## config.mk

```make
export PLATFORM = sky130hd
export DESIGN_NAME = clk_div_prog
export DESIGN_NICKNAME = d
export VERILOG_FILES = /design/src/rtl/clk_div_pkg.sv /design/src/rtl/clk_div_prog.sv
export SDC_FILE = /design/constraint.sdc
export NUM_CORES = 1
export LEC_CHECK = 0
export BUFFER_PORTS_ARGS = -buffer_cell sky130_fd_sc_hd__buf_2
export CAP_MARGIN = 10
export CORE_MARGIN = 5
export CORE_UTILIZATION = 25
export DETAILED_ROUTE_END_ITERATION = 16
export PLACE_DENSITY = 0.48
export SYNTH_ARGS = -nofsm -noshare
export SYNTH_HDL_FRONTEND = slang
export SYNTH_SLANG_ARGS = --single-unit
```

## constraint.sdc

```tcl
create_clock -name clk_in -period 3.17 [get_ports clk_in]
set_input_delay 0.634 -clock clk_in [delete_from_list [all_inputs] [get_ports clk_in]]
set_output_delay 0.634 -clock clk_in [all_outputs]
set_load 0.02 [all_outputs]
```

## src/rtl/clk_div_pkg.sv

```systemverilog
// Shared constants and helpers for the programmable clock divider.
package clk_div_pkg;

  localparam int CNT_W_DEF = 8;
  localparam int DIV_MIN   = 2;

  // Divisors below DIV_MIN cannot produce a high and a low phase, so they saturate.
  function automatic int clamp_div(input int d);
    return (d < DIV_MIN) ? DIV_MIN : d;
  endfunction

  // High-phase length ceil(N/2); odd divisors spend the extra cycle high.
  function automatic int half_div(input int n);
    return (n + 1) / 2;
  endfunction

endpackage

```

## src/rtl/clk_div_prog.sv

```systemverilog
// Programmable integer clock divider with a shadowed divisor that is applied
// only at a period boundary, so clk_out never shows a runt pulse.
module clk_div_prog
  import clk_div_pkg::*;
#(
  parameter int CNT_W       = CNT_W_DEF,
  parameter int DEFAULT_DIV = 8
) (
  input  logic             clk_in,
  input  logic             rst,
  input  logic             en,
  input  logic [CNT_W-1:0] div_in,
  input  logic             div_load,
  output logic             clk_out,
  output logic             tick,
  output logic [CNT_W-1:0] div_active,
  output logic             div_pending
);

  if (DEFAULT_DIV < DIV_MIN || DEFAULT_DIV > (2 ** CNT_W) - 1) begin : g_bad_default
    $error("clk_div_prog: DEFAULT_DIV out of range");
  end

  logic [CNT_W-1:0] cnt_q, cnt_d;
  logic [CNT_W-1:0] div_act_q, div_act_d;
  logic [CNT_W-1:0] pend_val_q, pend_val_d;
  logic             pend_q, pend_d;
  logic             clk_q, clk_d;
  logic             tick_q, tick_d;

  logic [CNT_W-1:0] half;
  logic [CNT_W-1:0] div_in_clamped;
  logic             boundary;

  assign half           = CNT_W'(half_div(int'(div_act_q)));
  assign div_in_clamped = CNT_W'(clamp_div(int'(div_in)));
  assign boundary       = en && (cnt_q == div_act_q - CNT_W'(1));

  always_comb begin
    // NOTE: every signal gets its hold value first so no path leaves it unassigned (no latch).
    cnt_d      = cnt_q;
    clk_d      = clk_q;
    tick_d     = 1'b0;
    div_act_d  = div_act_q;
    pend_val_d = pend_val_q;
    pend_d     = pend_q;

    if (en) begin
      cnt_d = boundary ? '0 : cnt_q + CNT_W'(1);
      if (cnt_q == '0) begin
        clk_d  = 1'b1;
        tick_d = 1'b1;
      end else if (cnt_q == half) begin
        clk_d = 1'b0;
      end
    end

    // A load landing on the boundary edge goes straight into effect.
    if (boundary && div_load) begin
      div_act_d = div_in_clamped;
      pend_d    = 1'b0;
    end else if (boundary && pend_q) begin
      div_act_d = pend_val_q;
      pend_d    = 1'b0;
    end else if (div_load) begin
      pend_val_d = div_in_clamped;
      pend_d     = 1'b1;
    end
  end

  // NOTE: sequential state uses non-blocking assignments so all registers update together.
  always_ff @(posedge clk_in) begin
    if (rst) begin
      cnt_q      <= '0;
      clk_q      <= 1'b0;
      tick_q     <= 1'b0;
      div_act_q  <= CNT_W'(DEFAULT_DIV);
      pend_val_q <= '0;
      pend_q     <= 1'b0;
    end else begin
      cnt_q      <= cnt_d;
      clk_q      <= clk_d;
      tick_q     <= tick_d;
      div_act_q  <= div_act_d;
      pend_val_q <= pend_val_d;
      pend_q     <= pend_d;
    end
  end

  assign clk_out     = clk_q;
  assign tick        = tick_q;
  assign div_active  = div_act_q;
  assign div_pending = pend_q;

endmodule

```

# Word-level counts from Yosys, hierarchy flattened
# Cells that the tools add are included.
[classes] mux=7 n_bitwise=4 n_lt_le_gt_ge=1 eq_ne=2 reduce_logical=10 addsub=4
[op_table] op="$mux 8" n=4
[op_table] op="$eq 8x8->1" n=2
[op_table] op="$add 8x1->9 const B" n=1
[op_table] op="$add 8x1->8" n=1
[op_table] op="$add 8x1->8 const B" n=1
[op_table] op="$logic_not 8->1" n=1
[op_table] op="$lt 8x2->1 const B" n=1
[op_table] op="$sub 8x1->8 const B" n=1
[op_table] op="$reduce_bool 2->1" n=2
[op_table] op="$logic_and 1x1->1" n=3
[op_table] op="$mux 1" n=3
[op_table] op="$not 1->1" n=3
[op_table] op="$reduce_and 3->1" n=1
[op_table] op="$reduce_or 3->1" n=1
[op_table] op="$reduce_and 2->1" n=1
[op_table] op="$reduce_or 2->1" n=1
[op_table] op="$and 1x1->1 const A" n=1
[totals] register_bits=27 inputBits=12 wordCells=34

# Depth between registers and ports, before layout
# Gate-level depths: netlist of run 1.
[depth] depth_word=6 depth_mapped=10 ltp_nobuf=8

# Least setup slack after synthesis of run 1
# Ideal clock, no wire load.
[synth_timing] path_type="register to register" start="register div_act_q[0] (netlist: div_active[0])" end="register div_act_q[6] (netlist: div_active[6])" slack_ps=853 synth_period_minus_slack_ps=2317 arrival_ps=2198 path_stages_with_launch=9 n_path_buf=1 setup_ps=119 required_time_ps=3051 cell_sequence="dfxtp_1 > inv_1 > ha_1 > xor2_1 > nand3_1 > a211oi_1 > o311ai_4 > buf_6 > o221a_2"
[synth_via] elab_chain_len=5 word_cells_on_any_way=7
[synth_lines] item="start: declaration" line="clk_div_prog.sv:25" rtl="logic [CNT_W-1:0] div_act_q, div_act_d;"
[synth_lines] item="start signal: assignment" line="clk_div_prog.sv:77" rtl="div_act_q <= CNT_W'(DEFAULT_DIV);"
[synth_lines] item="start signal: assignment" line="clk_div_prog.sv:84" rtl="div_act_q <= div_act_d;"
[synth_lines] item="$sub 8x1->8 *" line="clk_div_prog.sv:37" rtl="assign boundary = en && (cnt_q == div_act_q - CNT_W'(1));"
[synth_lines] item="$eq 8x8->1 *" line="clk_div_prog.sv:37"
[synth_lines] item="$logic_and 1x1->1 *" line="clk_div_prog.sv:37"
[synth_lines] item="$logic_and 1x1->1 (on tied branches)" line="clk_div_prog.sv:59, clk_div_prog.sv:62"
[synth_lines] item="$mux 8 / $reduce_bool 2->1 (equally long branches)"
# Mark *: on every way between the ends. The rest lies on a longest branch, timed or not.
# A chain may end at the register's enable or synchronous reset.

# Worst setup path after layout of run 1
# Same ends and word-level chain as after synthesis.

==> flow_summary.yaml, run 1 <==
routing:
  dr_wl_met3_um: 183
  viasPerCell: 4.788
  dr_wl_met2_um: 1832
  drt_iter0_drc: 70
  vias: 1532
  drt-met1-wl_um: 2319
  avgRoutedWirePerCell_um: 13.68
  ant_nets: 0
  top_layer_used: "met4"
  drc: 0
  first_pass_iters: 4
  routed_wl_um: 4378
die:
  initial_core_util: 0.2571
  dieArea_um2: 8758
  rows: 30
  ios: 23
  dieWidth_um: 93.59
  die_h_um: 93.59
  core_area_um2: 6794
layout:
  nNetsFinal: 241
  final.fill_count: 745
  syn_to_final_growth_pct: 10.17
  layout-drive-gt1-share: 0.1652
  antennaDiodeCount: 0
  final_util: 0.2832
synth:
  ys_ff_latch: 27
  yosysWarningCount: 0
  yosysSeqAreaShare: 0.3095
  synth.area.top_cells: "dfxtp_1, xnor2_1, a21oi_1"
  synth_edf_count: 0
  syn_nets: 233
  synth_top_cell_by_area: "dfxtp_1"
  synth_ff_type: "dfxtp_1"
  synthCells: 217
  syn_area_per_cell_um2: 8.049
  synth_top_area_share: 0.3095
  ys_types: 42
  synthArstFlopShare: 0
  syn_area_um2: 1747
grt:
  grt_pass1_vias: 1466
  grt_usage: 0.1052
  grt_overflow: 0
  grt_pass1_wl_um: 7383
  antenna_found_initial: 0
  grt_max_degree: 21
timing:
  hold_slack_ns: 0.4797
  finalMaxSlewViolations: 0
  rsz0062_at_grt: "false"
  relSlewSlack: 0.6426
  finClkSkew_ns: 0.01400
  period_minus_slack_ns: 2.580
  setup_tns_ns: 0
  period_share: 0.8139
  hold_viol: 0
  worstMarginPinSlew_ns: 0.5330
  setup_violations: 0
  layout_setup_ws_ns: 0.5899
  max_freq_mhz: 387.6
worst_setup_path:
  path_cells: "inv_1 -> ha_1 -> xor2_1 -> nand3_1 -> a211oi_1 -> o311ai_4 -> nor2_2 -> o221a_2"
  cpMaxStageDelayCell: "dfxtp_1"
  cp_top_family: "compound AO/OA/AOI/OAI gates"
  crit_buf_inv: 1
  required_ns: 3.41
  end_kind: "flip-flop"
  cp_max_fo: 9
  start_kind: "flip-flop"
  path_class: "reg -> reg"
  crit_path_max_incr_delay_ns: 0.49
  crit_arrival_ns: 2.82
worst_hold_path:
  hold_class: "reg -> reg"
pwr:
  finalPower_uw: 640.8
  p_leak_uw: 0.0007534
  power_density_nw_per_um2: 333.0
  vdd_drop_max_mv: 0.1700
placement:
  dp_slack_ns: 0.6394
  hpwl_um: 3211
  gp_congestion: 0.7755
  portBuffers: 22
run:
  drv_cap: 0
clock_tree:
  insertion_delay_ns: 0.29
  clkTransAtPathRegs_ns: 0.11
  cts_buffer_depth: 2
  ctsHtreeMaxLevel: 1
  cts_inserted_buffers: 3
  cts_tree: "yes"
  cts_sinks: 27
  post_cts_resized: 0
  post_cts_buffers: 0
  ctsHoldBuffers: 0
  cts-root-buf: "clkbuf_8"
run_status:
  status: "complete, no violations"
[flip-flops by register name, indices dropped and copies added (netlist names)]
| signal | count |
|---|---|
| div_active | 8 |
| tick | 1 |
| clk_out | 1 |
| pend_val_q | 8 |
| cnt_q | 8 |
| div_pending | 1 |
[layer usage]
metal  vias to the layer above  track usage
li1                        788            -
met1                       705       0.1528
met2                        35       0.1566
met3                         4      0.02414
met4                         0      0.02527
met5                         -            0
[cell type report]
cell class | instances | area [um2] | area share
well taps | 96 | 120.1 | 0.06242
flip-flops and latches | 27 | 540.5 | 0.2809
clock buffers | 3 | 41.29 | 0.02146
inverters | 8 | 30.03 | 0.01560
clock inverters | 1 | 8.758 | 0.004551
repair buffers | 23 | 117.6 | 0.06112
multi-input cells | 162 | 1066 | 0.5540
[cell usage in the layout, fill, tap and decap left out, drive strengths merged, types with 2 or more instances in the layout]
cell type / netlist / layout
dfxtp: 27 / 27
xor2: 10 / 10
buf: 10 / 23
and3: 8 / 8
nand3: 18 / 18
nor4: 3 / 3
nor3: 3 / 3
nand2: 15 / 15
xnor2: 13 / 13
o32ai: 7 / 7
o31ai: 2 / 2
o211ai: 2 / 2
a21oi: 20 / 20
nand4: 5 / 5
nand2b: 6 / 6
o21ai: 10 / 10
ha: 4 / 4
mux2i: 2 / 2
nor3b: 3 / 3
clkbuf: 10 / 3
nor2: 17 / 17
inv: 8 / 9
[kinds of logic (layout without fill, tap and decap cells)]
group / count (synthesis) / after routing / synth area share
AO/OA/AOI/OAI: 50 / 50 / 0.2042
XOR/XNOR: 23 / 23 / 0.1153
adder cells (fa/ha/maj): 4 / 4 / 0.02865
buffers and inverters: 28 / 35 / 0.08023
flip-flops: 27 / 27 / 0.3095
multiplexers: 3 / 3 / 0.01791
AND/OR/NAND/NOR: 82 / 82 / 0.2443
[Yosys cell counts (2+ instances only)]
| master | number |
|---|---|
| nand4_1 | 5 |
| inv_1 | 8 |
| a21oi_2 | 2 |
| o21ai_0 | 9 |
| and3_1 | 8 |
| xor2_1 | 10 |
| nand2_1 | 15 |
| clkbuf_1 | 9 |
| nand3_1 | 18 |
| o211ai_1 | 2 |
| mux2i_1 | 2 |
| ha_1 | 4 |
| buf_2 | 8 |
| dfxtp_1 | 27 |
| o32ai_1 | 7 |
| nand2b_1 | 6 |
| a21oi_1 | 18 |
| xnor2_1 | 13 |
| nor3b_1 | 3 |
| o31ai_1 | 2 |
| nor2_1 | 16 |
| nor4_1 | 3 |
| nor3_1 | 3 |
[worst min-delay path: cells and delay by family (launching register included)]
family	cells	cell delay (ns)
DFF	1	0.32
AOI/OAI and AO/OA	2	0.12
[through the flow]
stage               area, um2  instances
floorplan                1747        217
global placement         1874        316
detailed placement       1874        316
CTS                      1924        320
global route             1924        320
finish                   1924        320
[where the power goes]
group	switching (uW)	internal (uW)
clock network	123	92.5
logic	40.3	24.3
registers	11.0	350
total	174	467
[path summary, 6_finish.rpt]
check	startpoint	to	slack (ns)	depth (start not counted)
setup / recovery	div_active[0]	div_active[6]	0.59	8
hold reg to reg	pend_val_q[5]	pend_val_q[5]	0.48	2
hold / removal	pend_val_q[5]	pend_val_q[5]	0.48	2
setup reg to reg	div_active[0]	div_active[6]	0.59	8
Power figures use the tool's default switching activity.
==> run 2: changes to the inputs <==
- PLACE_DENSITY: 0.48 -> 0.49
- clock period: 3.17 -> 2.1 ns (I/O delays scaled with it)
==> flow_summary.yaml, run 2 (synthesis results as in run 1) <==
run_status:
  failed_checks: "negative setup slack"
  status: "finished with violations"
layout:
  layout-drive-gt1-share: 0.3439
  nNetsFinal: 270
  antennaDiodeCount: 0
  syn_to_final_growth_pct: 30.30
  final_util: 0.3350
  fin_area_um2: 2276
  layout_common_cells: "buf_4, dfxtp_1, buf_2"
  mostFrequentLayoutCell: "buf_4"
clock_tree:
  cts_tree: "yes"
  cts_buffer_depth: 2
  cts_inserted_buffers: 3
  cts-root-buf: "clkbuf_8"
  ctsHoldBuffers: 0
  clkTransAtPathRegs_ns: 0.11
  ctsHtreeMaxLevel: 1
  insertion_delay_ns: 0.29
  cts_sinks: 27
routing:
  routed_wl_um: 4776
  ant_nets: 0
  dr_wl_met3_um: 217
  vias: 1667
  top_layer_used: "met4"
  drt-met1-wl_um: 2330
  drc: 0
  first_pass_iters: 4
  dr_wl_met2_um: 2174
  viasPerCell: 4.777
  drt_iter0_drc: 93
  avgRoutedWirePerCell_um: 13.68
pwr:
  p_leak_uw: 0.0009438
  power_density_nw_per_um2: 436.7
  vdd_drop_max_mv: 0.2739
grt:
  grt_max_degree: 21
  grt_pass1_vias: 1635
  grt_usage: 0.1133
  grt_overflow: 0
  antenna_found_initial: 0
  grt_pass1_wl_um: 7914
worst_setup_path:
  r2r_start: "div_active[1]"
  crit_arrival_ns: 2.36
  r2r_cells: 8
  crit_path_max_incr_delay_ns: 0.54
  cpMaxStageDelayCell: "or4_4"
  path_depth: 8
  path_class: "reg -> reg"
  cp_top_family: "simple AND/OR/NAND/NOR gates"
  required_ns: 2.29
  cp_max_fo: 8
  crit_buf_inv: 3
  end_kind: "flip-flop"
  path_cells: "or4_4 -> nor2_4 -> buf_4 -> and4b_2 -> o311ai_4 -> buf_6 -> buf_8 -> o221a_2"
  start_kind: "flip-flop"
  startpoint: "div_active[1]"
placement:
  place_area_um2: 2077
  gp_congestion: 0.7566
  hpwl_um: 3563
  portBuffers: 22
  dp_slack_ns: -0.1058
die:
  initial_core_util: 0.2571
  dieArea_um2: 8758
  dieWidth_um: 93.59
  core_area_um2: 6794
  ios: 23
  rows: 30
  die_h_um: 93.59
timing:
  finalMaxSlewViolations: 0
  finClkSkew_ns: 0.004953
  period_minus_slack_ns: 2.170
  period_share: 1.033
  relSlewSlack: 0.7470
  worstMarginPinSlew_ns: 0.3791
  setup_violations: 17
  hold_viol: 0
  rsz0062_at_grt: "true"
  layout_setup_ws_ns: -0.07012
  max_freq_mhz: 460.8
worst_hold_path:
  min_from: "div_in[0]"
  hold_class: "in -> reg"
  hold_depth: 3
run:
  drv_cap: 0
-- run 2: changes by cell type in the layout (fill, tap and decap cells not counted), moves of 3 or more --
cell and change:
a21oi_2 +5, nand3_1 -4, a21oi_1 -5, nand3_2 +4
buf_4 +24, dfxtp_1 -3
-- run 2: through the flow --
| step | std cells | total power [uW] | TNS (ns) | hold slack, ns |
|---|---|---|---|---|
| CTS | 348 | 995.5 | -1.009 | 0.3979 |
| detailed placement | 340 | 661.7 | -1.062 | 0.4636 |
| global placement | 340 | 661.5 | -0.3469 | 0.4584 |
| finish | 349 | 994.0 | -0.7142 | 0.4035 |
| global route | 349 | 1044 | -2.650 | 0.4005 |
| floorplan | 217 | 617.2 | -0.2774 | 0.4490 |
-- run 2: path summary, 6_finish.rpt --
kind	to	slack (ns)
setup / recovery	div_active[6]	-0.07
hold / removal	pend_val_q[0]	0.40
hold reg to reg	pend_val_q[4]	0.48
setup reg to reg	div_active[6]	-0.07
-- run 2: what timing repair did --
item	in CTS	in global routing
resized for setup	8	17
setup buffers	4	0
gates cloned	0	1
setup endpoints to repair	25	26
pin swaps	6	12
-- run 2: area by class of cell --
cell class	count	area (um2)
Inverter	8	30.03
Clock inverter	1	8.758
Fill cell	713	4518
Tap cell	96	120.1
Timing Repair Buffer	52	375.4
Multi-Input combinational cell	162	1154
Sequential cell	27	546.8
Clock buffer	3	41.29
-- run 2: tightest hold or removal path: cells and delay by family --
kind                   cells  cell delay, ns
AOI/OAI and AO/OA          2            0.13
buffers and inverters      1            0.11
-- run 2: power breakdown --
part           switching [uW]  internal, uW  leakage, uW
Combinational            73.9          48.3     0.000697
Clock                     193           140    0.0000261
Sequential               11.8           527     0.000221
Total                     278           716     0.000944
-- run 2: layer usage --
layer | GRT usage | vias to the layer above
met4 | 0.02046 | 0
li1 | - | 846
met1 | 0.1562 | 783
met5 | 0 | -
met2 | 0.1834 | 32
met3 | 0.02414 | 6
